### config.mk
export PLATFORM = sky130hd
export DESIGN_NAME = mem_access_unit
export DESIGN_NICKNAME = d
export VERILOG_FILES = /design/src/rtl/mem_access_unit_pkg.sv /design/src/rtl/micro_ops.sv /design/src/rtl/mem_access_unit_load_aligner.sv /design/src/rtl/mem_access_unit.sv
export SDC_FILE = /design/constraint.sdc
export NUM_CORES = 1
export LEC_CHECK = 0
export ABC_AREA = 1
export CAP_MARGIN = 20
export CELL_PAD_IN_SITES_DETAIL_PLACEMENT = 0
export CELL_PAD_IN_SITES_GLOBAL_PLACEMENT = 2
export CORE_ASPECT_RATIO = 0.7
export CORE_MARGIN = 2
export CORE_UTILIZATION = 23
export CTS_CLUSTER_DIAMETER = 100
export DETAILED_ROUTE_END_ITERATION = 7
export PLACE_DENSITY_LB_ADDON = 0.1
export SYNTH_ARGS = -nofsm -noshare
export SYNTH_HDL_FRONTEND = slang
export SYNTH_HIERARCHICAL = 1
export SYNTH_SLANG_ARGS = --single-unit
### constraint.sdc
create_clock -name clk -period 1.5 [get_ports clk]
set_clock_uncertainty 0.05 [all_clocks]
set_input_delay 0.225 -clock clk [delete_from_list [all_inputs] [get_ports clk]]
set_output_delay 0.225 -clock clk [all_outputs]
set_load 0.03 [all_outputs]
### src/rtl/mem_access_unit_pkg.sv
// Shared bundle types for the memory access unit and its data bus.
package mem_access_unit_pkg;

  localparam int MAU_TIMEOUT = 255;

  typedef struct packed {
    logic        load;
    logic        store;
    logic [31:0] addr;
    logic [3:0]  mask;
    logic [31:0] wdata;
  } mem_req_t;

  typedef struct packed {
    logic        req;
    logic        we;
    logic [31:0] addr;
    logic [3:0]  be;
    logic [31:0] wdata;
  } dbus_req_t;

  typedef struct packed {
    logic        ack;
    logic        err;
    logic [31:0] rdata;
  } dbus_rsp_t;

  typedef enum logic [1:0] {
    ST_IDLE,
    ST_REQ,
    ST_RESP
  } mau_state_t;

endpackage

### src/rtl/micro_ops.sv
// Micro-op encoding shared by the execute-stage units.
package micro_ops;

  typedef enum logic [3:0] {
    OP_NOP,
    OP_LB,
    OP_LBU,
    OP_LH,
    OP_LHU,
    OP_LW,
    OP_FLWS,
    OP_SB,
    OP_SH,
    OP_SW
  } op_t;

endpackage

### src/rtl/mem_access_unit_load_aligner.sv
// Picks the addressed byte/half out of a bus word and extends it for the load op.
module load_aligner
  import micro_ops::*;
(
  input  op_t         op,
  input  logic [1:0]  addr_lo,
  input  logic [31:0] rdata,
  output logic [31:0] data
);

  logic [7:0]  byte_sel;
  logic [15:0] half_sel;

  always_comb begin
    case (addr_lo)
      2'd0:    byte_sel = rdata[7:0];
      2'd1:    byte_sel = rdata[15:8];
      2'd2:    byte_sel = rdata[23:16];
      default: byte_sel = rdata[31:24];
    endcase
    half_sel = addr_lo[1] ? rdata[31:16] : rdata[15:0];

    case (op)
      OP_LB:          data = {{24{byte_sel[7]}}, byte_sel};
      OP_LBU:         data = {24'h0, byte_sel};
      OP_LH:          data = {{16{half_sel[15]}}, half_sel};
      OP_LHU:         data = {16'h0, half_sel};
      OP_LW, OP_FLWS: data = rdata;
      default:        data = 32'h0;
    endcase
  end

endmodule

### src/rtl/mem_access_unit.sv
// Single-outstanding load/store sequencer between the execute stage and the data bus.
//   state   | meaning
//   IDLE    | waiting for a load/store from execute
//   REQ     | bus request held stable until ack or timeout
//   RESP    | one-cycle response to execute (suppressed if flushed)
module mem_access_unit
  import micro_ops::*;
  import mem_access_unit_pkg::*;
#(
  parameter int TIMEOUT_CYCLES = MAU_TIMEOUT
) (
  input  logic        clk,
  input  logic        rst,
  input  logic        flush,
  input  op_t         op,
  input  mem_req_t    mem_req,
  output logic        mau_busy,
  output logic        resp_valid,
  output logic [31:0] resp_rdata,
  output logic        resp_fault,
  output logic        dbus_req,
  output logic        dbus_we,
  output logic [31:0] dbus_addr,
  output logic [3:0]  dbus_be,
  output logic [31:0] dbus_wdata,
  input  logic        dbus_ack,
  input  logic        dbus_err,
  input  logic [31:0] dbus_rdata
);

  localparam int CW = $clog2(TIMEOUT_CYCLES + 1);

  mau_state_t  state, state_nxt;
  logic [CW-1:0] cnt;
  op_t         op_q;
  logic [31:0] addr_q, wdata_q, rdata_q, aligned;
  logic [3:0]  be_q;
  logic        we_q, fault_q, flushed_q;
  logic        accept, timeout;
  dbus_req_t   bus_out;
  dbus_rsp_t   bus_rsp;

  assign bus_rsp = {dbus_ack, dbus_err, dbus_rdata};
  assign accept  = (state == ST_IDLE) && (mem_req.load || mem_req.store) && !flush;
  // Fires on the last allowed REQ cycle so RESP lands TIMEOUT_CYCLES+1 after accept.
  assign timeout = (cnt >= CW'(TIMEOUT_CYCLES - 1));

  load_aligner u_load_aligner (
    .op      (op_q),
    .addr_lo (addr_q[1:0]),
    .rdata   (bus_rsp.rdata),
    .data    (aligned)
  );

  always_ff @(posedge clk or negedge rst) begin
    if (!rst) state <= ST_IDLE;
    else      state <= state_nxt;
  end

  always_comb begin
    state_nxt = state;
    case (state)
      ST_IDLE: if (accept) state_nxt = ST_REQ;
      ST_REQ:  if (bus_rsp.ack || timeout) state_nxt = ST_RESP;
      ST_RESP: state_nxt = ST_IDLE;
      default: state_nxt = ST_IDLE;
    endcase
  end

  always_ff @(posedge clk or negedge rst) begin
    if (!rst) begin
      cnt       <= '0;
      op_q      <= OP_NOP;
      addr_q    <= '0;
      be_q      <= '0;
      wdata_q   <= '0;
      we_q      <= 1'b0;
      rdata_q   <= '0;
      fault_q   <= 1'b0;
      flushed_q <= 1'b0;
    end else if (accept) begin
      cnt       <= '0;
      op_q      <= op;
      addr_q    <= mem_req.addr;
      be_q      <= mem_req.mask;
      wdata_q   <= mem_req.wdata;
      we_q      <= mem_req.store;
      rdata_q   <= '0;
      fault_q   <= 1'b0;
      flushed_q <= 1'b0;
    end else if (state == ST_REQ) begin
      if (flush) flushed_q <= 1'b1;
      if (bus_rsp.ack) begin
        rdata_q <= we_q ? 32'h0 : aligned;
        fault_q <= bus_rsp.err;
      end else begin
        if (cnt != CW'(TIMEOUT_CYCLES)) cnt <= cnt + CW'(1);
        if (timeout) begin
          rdata_q <= '0;
          fault_q <= 1'b1;
        end
      end
    end
  end

  always_comb begin
    bus_out       = '0;
    bus_out.req   = (state == ST_REQ);
    bus_out.we    = we_q;
    bus_out.addr  = {addr_q[31:2], 2'b00};
    bus_out.be    = be_q;
    bus_out.wdata = wdata_q;
    // A flush seen in REQ or during RESP kills the response, never the bus cycle.
    resp_valid    = (state == ST_RESP) && !flushed_q && !flush;
    mau_busy      = (state == ST_REQ) || accept;
  end

  assign dbus_req   = bus_out.req;
  assign dbus_we    = bus_out.we;
  assign dbus_addr  = bus_out.addr;
  assign dbus_be    = bus_out.be;
  assign dbus_wdata = bus_out.wdata;
  assign resp_rdata = rdata_q;
  assign resp_fault = fault_q;

endmodule

### Yosys cells after proc, flatten, opt, wreduce, memory -nomap -nowiden

Cells that the tools add are included.

* bits of input ports: 111
* output and inout bits: 105
* register bits after elaboration: 117
* bits in latches: 0
* bits in writable memories: 0
* memory bits (read-only): 0
* logic and storage cells: 68
* memories: 0

* shifts and indexed selects: 0
* bitwise operators: 0
* div/mod/pow operators: 0
* add/sub/neg operators: 1
* reductions and logical operators: 20
* eq/ne operators: 14
* magnitude comparators: 1
* multiplexer cells: 22
* $mul: 0

Operators with widths (number)
* 32-bit two-way mux: 5
* 32-bit one-hot mux with 5 select lines: 1
* 8-bit two-way mux: 4
* 8-bit one-hot mux with 3 select lines: 1
* 16-bit two-way mux: 1
* 4-bit by 3-bit == test with 1-bit output, second input constant: 3
* 8-bit by 1-bit adder with 8-bit output, second input constant: 1
* 4-bit by 2-bit == test with 1-bit output, second input constant: 2
* 8-bit >= comparator, second input constant: 1
* 8-bit inequality test, second input constant: 1
* 1-bit two-way mux: 7
* 2-bit AND reduction: 3
* 2-bit nonzero test: 3
* 2-bit by 1-bit == test with 1-bit output, second input constant: 2
* 2-bit == test, second input constant: 2
* 4-bit by 1-bit == test with 1-bit output, second input constant: 1
* 1-bit logical AND: 4
* 2-bit logical NOT: 2
* 2-bit two-way mux: 2
* 2-bit by 1-bit inequality test with 1-bit output, second input constant: 2
* 2-bit one-hot mux with 2 select lines: 1
* 1-bit logical OR: 3
* 3-bit AND reduction: 1
* 3-bit nonzero test: 1
* other kinds (3): 4

### Logic depth before layout (Yosys ltp)

Gate-level depths: netlist of run 1.

* depth in word-level cells: 7
* depth in mapped cells: 12
* gate-level depth less buffers: 11

### Modules after synthesis

The synthesis of run 1 kept the hierarchy.

Modules (own cells, without submodules)
* mem_access_unit: area an instance 5365.1 um^2, times used 1, cells each 630, seq. area each 2927.8 um^2
* load_aligner: area an instance 1007.2 um^2, times used 1, cells each 207, seq. area each 0.0 um^2

### Least setup slack after synthesis of run 1

OpenSTA, ideal clock, no wires.

* path kind: register to output
* start point: reg state[1]
* end point: out resp_valid
* required time: 1.225 ns
* data arrival time: 1.404 ns
* cell stages (with the launch flop): 3
* slack: -0.179 ns
* path buffers: 0
* cell sequence: dfrtp_1 -> inv_1 -> nor4_1

* longest elaborated chain between the ends: 3

RTL lines
* from (decl): line mem_access_unit.sv:33 `mau_state_t state, state_nxt;`
* from (signal assigned): line mem_access_unit.sv:57 `else state <= state_nxt;`
* 2-bit == test: line mem_access_unit.sv:114 `resp_valid = (state == ST_RESP) && !flushed_q && !flush;`
* 1-bit logical AND (2 in series): line mem_access_unit.sv:114
* to (decl): line mem_access_unit.sv:18 `output logic resp_valid,`

Every way passes these cells.

### Worst setup path after layout of run 1

* start point: reg state[0]
* end point: out resp_valid

The elaborated chain is that of the path after synthesis.

==> impl_metrics.json, run 1 <==
{
  "leakagePower_nw": 5.40,
  "max_cap_viol_count": 0,
  "wl_per_cell_um": 16.2,
  "power_mw": 22.1,
  "swShare": 0.442,
  "drt_iter0_drc": 240,
  "crit_fanout": 3,
  "htreeDepth": 4,
  "worst_ep_required_time_ns": 1.22,
  "setup_viol": 35,
  "sequentialPowerShare": 0.239,
  "fin_cells": 1480,
  "slowest_stage": "dfrtp_1",
  "grt_pass1_wl_um": 36800,
  "dr.pass1.iters": 6,
  "grtUsageTotal": 0.165,
  "violations": "setup timing",
  "pwr_density_cell_mw_per_mm2": 2060,
  "path_depth": 3,
  "dp_cells": 1426,
  "cp_top_family": "flip-flops",
  "syn_avg_cell_area_sq_um": 7.61,
  "path_buf_inv": 2,
  "grt_max_degree": 34,
  "overflow": 0,
  "path_clk_slew_ns": 0.06,
  "netlist_instances": 837,
  "seq_area_frac_synth": 0.459,
  "grt_pass1_vias": 6415,
  "multi_input_area_sq_mm": 0.00321,
  "p_comb_frac": 0.559,
  "die_x_um": 203,
  "numCtsBuffers": 17,
  "vdd_drop_max_uv": 879,
  "start_kind": "flip-flop",
  "setup_ws_ns": -0.204,
  "cts_tree": "built",
  "switching_power_mw": 9.77,
  "syn-cell-area_sq_mm": 0.00637,
  "numPortBuffers": 213,
  "die_y_um": 143,
  "ant_nets": 0,
  "ys_types": 32,
  "vias": 6203,
  "gp_congestion": 0.749,
  "clockBufferDepth": 2,
  "path_cells": "buf_6, nor4_4, buf_6",
  "viasPerCell": 4.19,
  "critPathCaptureType": "output pin",
  "path_class": "flip-flop to output pin",
  "place_hpwl_um": 16600,
  "seq_area_sq_mm": 0.00293,
  "coreArea_sq_mm": 0.0270,
  "slew_violations": 0,
  "pre_cts_ws_ns": -0.438,
  "finalHoldViolCount": 0,
  "dieArea_sq_mm": 0.0291,
  "min_period_ns": 1.70,
  "pwr-share-clk": 0.202,
  "timing.final.crit_share": 1.14,
  "areaGrowthSynthToFinish_pct": 68.4,
  "fmax_ghz": 0.587,
  "worst_path_most_repeated_cell": "buf_6",
  "clkLatencyLatePin_ns": 0.42,
  "drc": 0,
  "yosys_warnings": 6,
  "initial_core_util": 0.236,
  "wl_um": 24000,
  "fillCellCount": 2799,
  "internal_power_mw": 12.3,
  "status": "finished, violations left",
  "fin_nets": 1216,
  "hold_path.class": "primary input to async pin",
  "rsz0062_at_grt": "yes",
  "placementRows": 50,
  "max_stage_delay_ns": 0.41,
  "ios": 216,
  "antenna_found_initial": 0,
  "drive_above_1_share": 0.272,
  "synth-seq-cells": 117,
  "worstRegToRegCells": 11,
  "arrival_ns": 1.43,
  "clock_sinks": 117,
  "cts_root_buffer": "clkbuf_16",
  "antennaDiodeCount": 0
}
worst paths after layout:
path	start	end	slack (ns)
max in group asynchronous	rst	addr_q[0]	0.65
min in group clk	mem_req[32]	dbus_be[0]	0.28
worst max-delay path	state[0]	resp_valid	-0.20
worst max register to register	addr_q[1]	resp_rdata[13]	-0.20
worst min-delay path	rst	dbus_wdata[27]	0.21
worst min register to register	resp_rdata[13]	resp_rdata[13]	0.41
area by class of cell:
| cell class | instances | share of cell area |
|---|---|---|
| Clock inverter | 14 | 0.0187 |
| Timing Repair Buffer | 326 | 0.310 |
| Sequential cell | 117 | 0.273 |
| Inverter | 37 | 0.0162 |
| Clock buffer | 18 | 0.0400 |
| Tap cell | 364 | 0.0424 |
| Multi-Input combinational cell | 604 | 0.299 |
power groups by stage:
stage / combinational, mW / sequential, mW / clock [mW]
2_1_floorplan: 5.57 / 6.64 / 0
3_3_place_gp: 11.7 / 5.27 / 0
3_5_place_dp: 11.7 / 5.27 / 0
4_1_cts: 11.6 / 5.24 / 4.63
5_1_grt: 13.4 / 5.47 / 4.75
6_report: 12.4 / 5.28 / 4.47
cells in the mapped netlist:
cell type | number | area share
nor2_1 | 27 | 0.016
inv_1 | 30 | 0.018
nand4_1 | 34 | 0.033
nor2_2 | 3 | 0.0029
xor2_1 | 1 | 0.0014
or2_2 | 4 | 0.0039
nand2_2 | 14 | 0.014
a21oi_1 | 18 | 0.014
ha_1 | 2 | 0.0039
nand2_4 | 3 | 0.0053
clkbuf_2 | 1 | 0.00078
nor4_1 | 1 | 0.00098
or2_0 | 1 | 0.00098
clkbuf_1 | 10 | 0.0059
o21ai_4 | 1 | 0.0026
or2_1 | 3 | 0.0029
inv_4 | 1 | 0.00098
o21ai_1 | 4 | 0.0031
buf_6 | 8 | 0.014
conb_1 | 1 | 0.00059
nor2_4 | 4 | 0.0071
o31ai_1 | 1 | 0.0012
nand3_1 | 38 | 0.030
nand3_2 | 6 | 0.0094
o21ai_0 | 12 | 0.0094
a21oi_2 | 1 | 0.0014
buf_4 | 43 | 0.051
buf_2 | 18 | 0.014
dfrtp_1 | 117 | 0.46
nand2_1 | 392 | 0.23
nor3b_1 | 32 | 0.038
inv_2 | 6 | 0.0035
stage by stage:
stage | cell area, sq um | util | hold WS (ns) | TNS (ns)
finish | 10700 | 0.398 | 0.213 | -5.44
floorplan | 6470 | - | -0.121 | -0.464
global route | 10700 | 0.398 | 0.244 | -9.82
global placement | 9400 | 0.349 | 0.133 | -23.57
detailed placement | 9400 | 0.349 | 0.133 | -23.43
CTS | 10300 | 0.381 | 0.207 | -5.68
layout by cell type (no fill, tap or decap), types with 11 or more instances in the layout:
| cell type | count |
|---|---|
| buf_6 | 19 |
| dlygate4sd2_1 | 28 |
| nand2_1 | 371 |
| inv_1 | 26 |
| nor3b_2 | 30 |
| clkbuf_16 | 21 |
| nand3_2 | 17 |
| dfrtp_1 | 115 |
| buf_12 | 21 |
| a21oi_2 | 11 |
| nand3_1 | 25 |
| buf_4 | 71 |
| clkdlybuf4s15_1 | 47 |
| nand2_4 | 14 |
| nand4_1 | 34 |
| clkbuf_2 | 12 |
| nand2_2 | 24 |
| nor2_1 | 23 |
| clkdlybuf4s50_1 | 109 |
registers in the layout (all words and copies together) (netlist names):
| signal | count |
|---|---|
| dbus_be | 4 |
| cnt | 8 |
| flushed_q | 1 |
| dbus_wdata | 32 |
| resp_fault | 1 |
| dbus_we | 1 |
| state | 2 |
| op_q | 4 |
| resp_rdata | 32 |
| addr_q | 32 |
cell families (layout without fill, tap and decap cells):
family / count (synthesis) / count (layout) / synth area share
AOI/OAI and AO/OA: 37 / 37 / 0.0318
xor gates and xnor gates: 1 / 1 / 0.00137
adders and majority gates: 2 / 2 / 0.00393
buffers and inverters: 117 / 395 / 0.108
DFF: 117 / 117 / 0.459
other: 1 / 2 / 0.000588
and+or+nand+nor: 562 / 562 / 0.395
metal layers:
layer,global-route usage,routed length [um],vias up
met5,0,0,-
met1,0.225,11700,2940
met2,0.264,11200,103
met4,0.0449,228,0
li1,-,-,3145
met3,0.0361,868,15
worst register-to-register path: cells and delay by family (launching register included):
kind            cells  cell delay [ns]
buf+inv             3             0.39
compound gates      1             0.08
flops               1             0.40
simple gates        7             0.66
what timing repair did:
item	in CTS	in global routing
endpoints found under the hold margin	21	0
endpoints found under the setup margin	139	165
pin swaps	31	46
setup buffers	5	13
cloned	0	5
hold buffers	1	0
resized for setup	204	121
No activity file was read; power rests on OpenSTA's default activity.
==> run 2: changes to the inputs <==
CAP_MARGIN = not set   (was 20)
CORE_MARGIN = 3   (was 2)
==> run 2 against run 1 <==
Against the previous run: the run still ends with setup timing left; total power increased by 2.8%; routed wire length increased by 3.6%; core utilization increased by 0.79 points; register-to-register slack about the same; first-iteration DRC count increased by 30%; hold slack got worse by 0.0013 ns; non-clock buffer count increased by 3; die area increased by 2.4%; via count increased by 2.2%; sequential share of layout area decreased by 0.57 points; setup slack got worse by 0.0064 ns; sequential power increased by 0.8%.
==> impl_metrics.json, run 2 (synthesis gave the netlist of run 1 again) <==
{
  "status": "finished, violations left",
  "violations": "setup timing",
  "cts_tree": "built",
  "setup_ws_ns": -0.211,
  "initial_core_util": 0.236,
  "wl_per_cell_um": 16.7,
  "worstRegToRegCells": 12,
  "gp_congestion": 0.792,
  "max_cap_viol_count": 0,
  "grt_pass1_wl_um": 38000,
  "fin_nets": 1222,
  "place_hpwl_um": 16200,
  "r2r-start": "addr_q[1]",
  "overflow": 0,
  "setup_tns_ns": -6.26,
  "numCtsBuffers": 17,
  "htreeDepth": 4,
  "fmax_ghz": 0.585,
  "hold_path.class": "primary input to async pin",
  "drc": 0,
  "antenna_found_initial": 0,
  "grtUsageTotal": 0.164,
  "dpl_cell_area_sq_mm": 0.00932,
  "areaGrowthSynthToFinish_pct": 72.1,
  "fillCellCount": 2784,
  "slowest_stage": "dfrtp_1",
  "crit_fanout": 8,
  "pwr_density_cell_mw_per_mm2": 2070,
  "worst_path_most_repeated_cell": "buf_6",
  "cp_top_family": "simple AND/OR/NAND/NOR gates",
  "grt_max_degree": 43,
  "grt_pass1_vias": 6337,
  "numPortBuffers": 213,
  "endpoint": "resp_rdata[7]",
  "cts_root_buffer": "clkbuf_16",
  "drt_iter0_drc": 311,
  "setup_viol": 48,
  "whs_ns": 0.212,
  "arrival_ns": 1.97,
  "coreArea_sq_mm": 0.0270,
  "vias": 6338,
  "ios": 216,
  "path_class": "flip-flop to flip-flop",
  "finalHoldViolCount": 0,
  "power_mw": 22.7,
  "max_stage_delay_ns": 0.41,
  "r2r_setup_slack_ns": -0.21,
  "min_period_ns": 1.71,
  "die_x_um": 205,
  "path_clk_slew_ns": 0.06,
  "path_buf_inv": 4,
  "critPathCaptureType": "flip-flop",
  "rsz0062_at_grt": "yes",
  "pre_cts_ws_ns": -0.556,
  "path_cells": "buf_12, nand2_4, inv_4, nor2_4, o21ai_4, buf_6, buf_6, nand2_2, nand3_2, nor3b_2, nand4_1, nand2_1",
  "timing.final.crit_share": 1.14,
  "placementRows": 50,
  "layout_commonest_cell": "nand2_1",
  "leakagePower_nw": 5.48,
  "design_area_sq_mm": 0.0110,
  "mostFrequentLayoutCells": "352 x nand2_1, 113 x dfrtp_1, 109 x clkdlybuf4s50_1",
  "clkLatencyLatePin_ns": 0.42,
  "path_depth": 12,
  "vdd_drop_max_uv": 864,
  "worst_ep_required_time_ns": 1.76,
  "start_kind": "flip-flop",
  "crit_path_start": "addr_q[1]",
  "dieArea_sq_mm": 0.0298,
  "die_y_um": 145,
  "antennaDiodeCount": 0,
  "r2r-end": "resp_rdata[7]",
  "slew_violations": 0,
  "clockBufferDepth": 2,
  "viasPerCell": 4.27,
  "dr.pass1.iters": 4,
  "wl_um": 24900,
  "drive_above_1_share": 0.296,
  "clock_sinks": 117,
  "ant_nets": 0
}
-- run 2: cell types whose count changed in the layout (fill, tap and decap cells not counted), sizes merged --
cell	before	now
clkdlybuf4s15	57	47
dlygate4sd2	28	38
clkbuf	34	40
nand2	409	412
buf	115	117
bufinv	4	2
inv	39	37
bufbuf	0	1
clkinv	5	4
clkinvlp	3	2
-- run 2: power breakdown --
group          switching (mW)  total, mW  internal [mW]
registers               0.859       5.32           4.47
clock network            1.56       4.13           2.57
logic                    7.68       13.3           5.60
total                    10.1       22.7           12.6
-- run 2: how the worst min path moves through the flow --
stage | startpoint | endpoint | slack, ns
floorplan | rst | addr_q[0] | -0.12
global route | rst | dbus_be[3] | 0.23
detailed placement | rst | addr_q[10] | 0.11
finish | rst | addr_q[10] | 0.21
global placement | rst | addr_q[10] | 0.11
CTS | rst | addr_q[10] | 0.20
-- run 2: area by class of cell --
type	count	area (sq um)	area share
repair buffers	329	3430	0.313
multi-input cells	607	3400	0.310
flip-flops and latches	117	2930	0.267
clock buffers	24	482	0.0439
well taps	364	455	0.0415
inverters	37	169	0.0154
clock inverters	8	98.8	0.00901
-- run 2: stage by stage --
| step | util | cells |
|---|---|---|
| 5_1_grt | 0.406 | 1486 |
| 3_5_place_dp | 0.345 | 1416 |
| 6_report | 0.406 | 1486 |
| 4_1_cts | 0.392 | 1474 |
| 2_1_floorplan | - | 838 |
| 3_3_place_gp | 0.345 | 1416 |
-- run 2: what timing repair did --
action                                  CTS  global route
hold buffers                              1             0
pin swaps                                86            29
endpoints found under the setup margin  136           126
gates cloned                              6             5
setup buffers                            20            10
hold endpoints to repair                 45             0
resized for setup                       243           114
-- run 2: routing by layer --
layer	global-route usage	part of all wire
met3	0.0375	0.039
met1	0.233	0.49
met4	0.0324	0.0085
met5	0	0
met2	0.258	0.46
-- run 2: worst reg2reg max path, cell delays in order, from the launching register on --
cell and delay [ns]:
dfrtp_1 0.41, buf_12 0.17, nand2_4 0.07, inv_4 0.04, nor2_4 0.15, o21ai_4 0.09
buf_6 0.13, buf_6 0.11, nand2_2 0.05, nand3_2 0.06, nor3b_2 0.16, nand4_1 0.08
nand2_1 0.05
==> run 3: changes to the inputs <==
HOLD_SLACK_MARGIN = 0.08   (was not set)
SKIP_CTS_REPAIR_TIMING = 1   (was not set)
==> run 3 against run 2 <==
Against the previous run: the run still ends with setup timing left; hold slack worse by 0.0013 ns; total power down 2.2%; non-clock buffer count down 12; fmax down 1.6%; routed wire length down 2.6%; register-to-register slack worse by 0.03 ns; cell area down 1.1%; die area unchanged; sequential cell count unchanged; core utilization down 0.44 points; critical path depth down 2.
==> impl_metrics.json, run 3 (synthesis gave the netlist of run 1 again) <==
{
  "start_kind": "flip-flop",
  "htreeDepth": 4,
  "clock_sinks": 117,
  "leakagePower_nw": 6.45,
  "dieArea_sq_mm": 0.0298,
  "fin_nets": 1210,
  "max_stage_delay_ns": 0.41,
  "pre_cts_ws_ns": -0.556,
  "drc": 0,
  "r2r-end": "resp_rdata[21]",
  "place_hpwl_um": 16200,
  "clkLatencyLatePin_ns": 0.42,
  "path_clk_slew_ns": 0.06,
  "clockBufferDepth": 2,
  "power_mw": 22.2,
  "timing.final.crit_share": 1.16,
  "placementRows": 50,
  "post-route-util": 0.402,
  "vdd_drop_max_uv": 889,
  "worstRegToRegCells": 10,
  "mostFrequentLayoutCells": "375 x nand2_1, 113 x dfrtp_1, 109 x clkdlybuf4s50_1",
  "grt_pass1_wl_um": 36100,
  "wl_um": 24200,
  "pwr_density_cell_mw_per_mm2": 2050,
  "min_period_ns": 1.74,
  "dp_cells": 1416,
  "r2r_setup_slack_ns": -0.24,
  "hold_path.class": "primary input to async pin",
  "slew_violations": 0,
  "die_y_um": 145,
  "path_cells": "buf_12, nor2_4, nor2_4, o21ai_4, buf_6, nand2_4, nand2_1, nor3b_2, nand4_1, nand2_1",
  "dr.pass1.iters": 5,
  "cts_tree": "built",
  "arrival_ns": 2.05,
  "worst_ep_required_time_ns": 1.81,
  "gp_congestion": 0.792,
  "setup_ws_ns": -0.238,
  "ios": 216,
  "cts_root_buffer": "clkbuf_16",
  "ant_nets": 0,
  "fin_cells": 1474,
  "overflow": 0,
  "grt_max_degree": 43,
  "slowest_stage": "dfrtp_1",
  "coreArea_sq_mm": 0.0270,
  "drive_above_1_share": 0.244,
  "status": "finished, violations left",
  "path_class": "flip-flop to flip-flop",
  "fillCellCount": 2784,
  "wl_per_cell_um": 16.4,
  "layout_commonest_cell": "nand2_1",
  "violations": "setup timing",
  "drt_iter0_drc": 339,
  "numCtsBuffers": 17,
  "areaGrowthSynthToFinish_pct": 70.3,
  "numPortBuffers": 213,
  "finalHoldViolCount": 0,
  "crit_fanout": 8,
  "antennaDiodeCount": 0,
  "grtUsageTotal": 0.155,
  "critPathCaptureType": "flip-flop",
  "r2r-start": "addr_q[1]",
  "fmax_ghz": 0.575,
  "initial_core_util": 0.236,
  "viasPerCell": 4.26,
  "die_x_um": 205,
  "rsz0062_at_grt": "yes",
  "grt_pass1_vias": 6103,
  "antenna_found_initial": 0,
  "setup_viol": 35,
  "vias": 6284,
  "max_cap_viol_count": 0
}
==> run 3: cell types whose count changed in the layout (fill, tap and decap cells not counted), sizes merged <==
cell | previous run | this run
dlygate4sd2 | 38 | 0
clkbuf | 40 | 27
buf | 117 | 108
bufbuf | 1 | 0
dlymetal6s2s | 0 | 96
clkdlybuf4s15 | 47 | 0
==> run 3: routing by layer <==
layer,track usage,wire length [um],up-vias
met5,0,0,-
met4,0.0307,180,0
met3,0.0379,943,10
met2,0.241,11300,113
met1,0.221,11800,3022
li1,-,-,3139
==> run 3: worst max path at each step <==
stage                                 to  slack (ns)      startpoint
after detailed placement  resp_rdata[22]       -0.56  dbus_rdata[15]
after global placement    resp_rdata[25]       -0.55  dbus_rdata[15]
final                     resp_rdata[21]       -0.24       addr_q[1]
after CTS                 resp_rdata[22]       -0.38         op_q[3]
after floorplan           resp_rdata[22]       -0.05       addr_q[1]
after global routing       resp_rdata[5]       -0.36         op_q[2]
==> run 3: area by class of cell <==
cell class	count	area (sq um)	share of cell area
well taps	364	455	0.0420
repair buffers	317	3500	0.323
flip-flops and latches	117	2930	0.270
multi-input cells	607	3220	0.297
clock buffers	24	482	0.0444
clock inverters	8	98.8	0.00911
inverters	37	156	0.0144
==> run 3: power by group <==
group          internal [mW]  switching (mW)
Clock                   2.57            1.56
Combinational           5.53            7.30
Sequential              4.46           0.804
==> run 3: per-stage QoR <==
step	hold WS (ns)	setup TNS, ns	area (sq um)
5_1_grt	0.227	-9.78	10900
3_3_place_gp	0.114	-27.18	9320
3_5_place_dp	0.114	-26.18	9320
4_1_cts	-0.346	-35.99	9900
2_1_floorplan	-0.121	-0.464	6470
6_report	0.211	-6.42	10900
==> run 3: worst max-delay path, delay by kind of cell, from the launching register on <==
kind / cells / cell delay [ns]
AO/OA/AOI/OAI: 1 / 0.23
buffers and inverters: 2 / 0.34
flip-flops: 1 / 0.41
AND/OR/NAND/NOR: 7 / 0.66
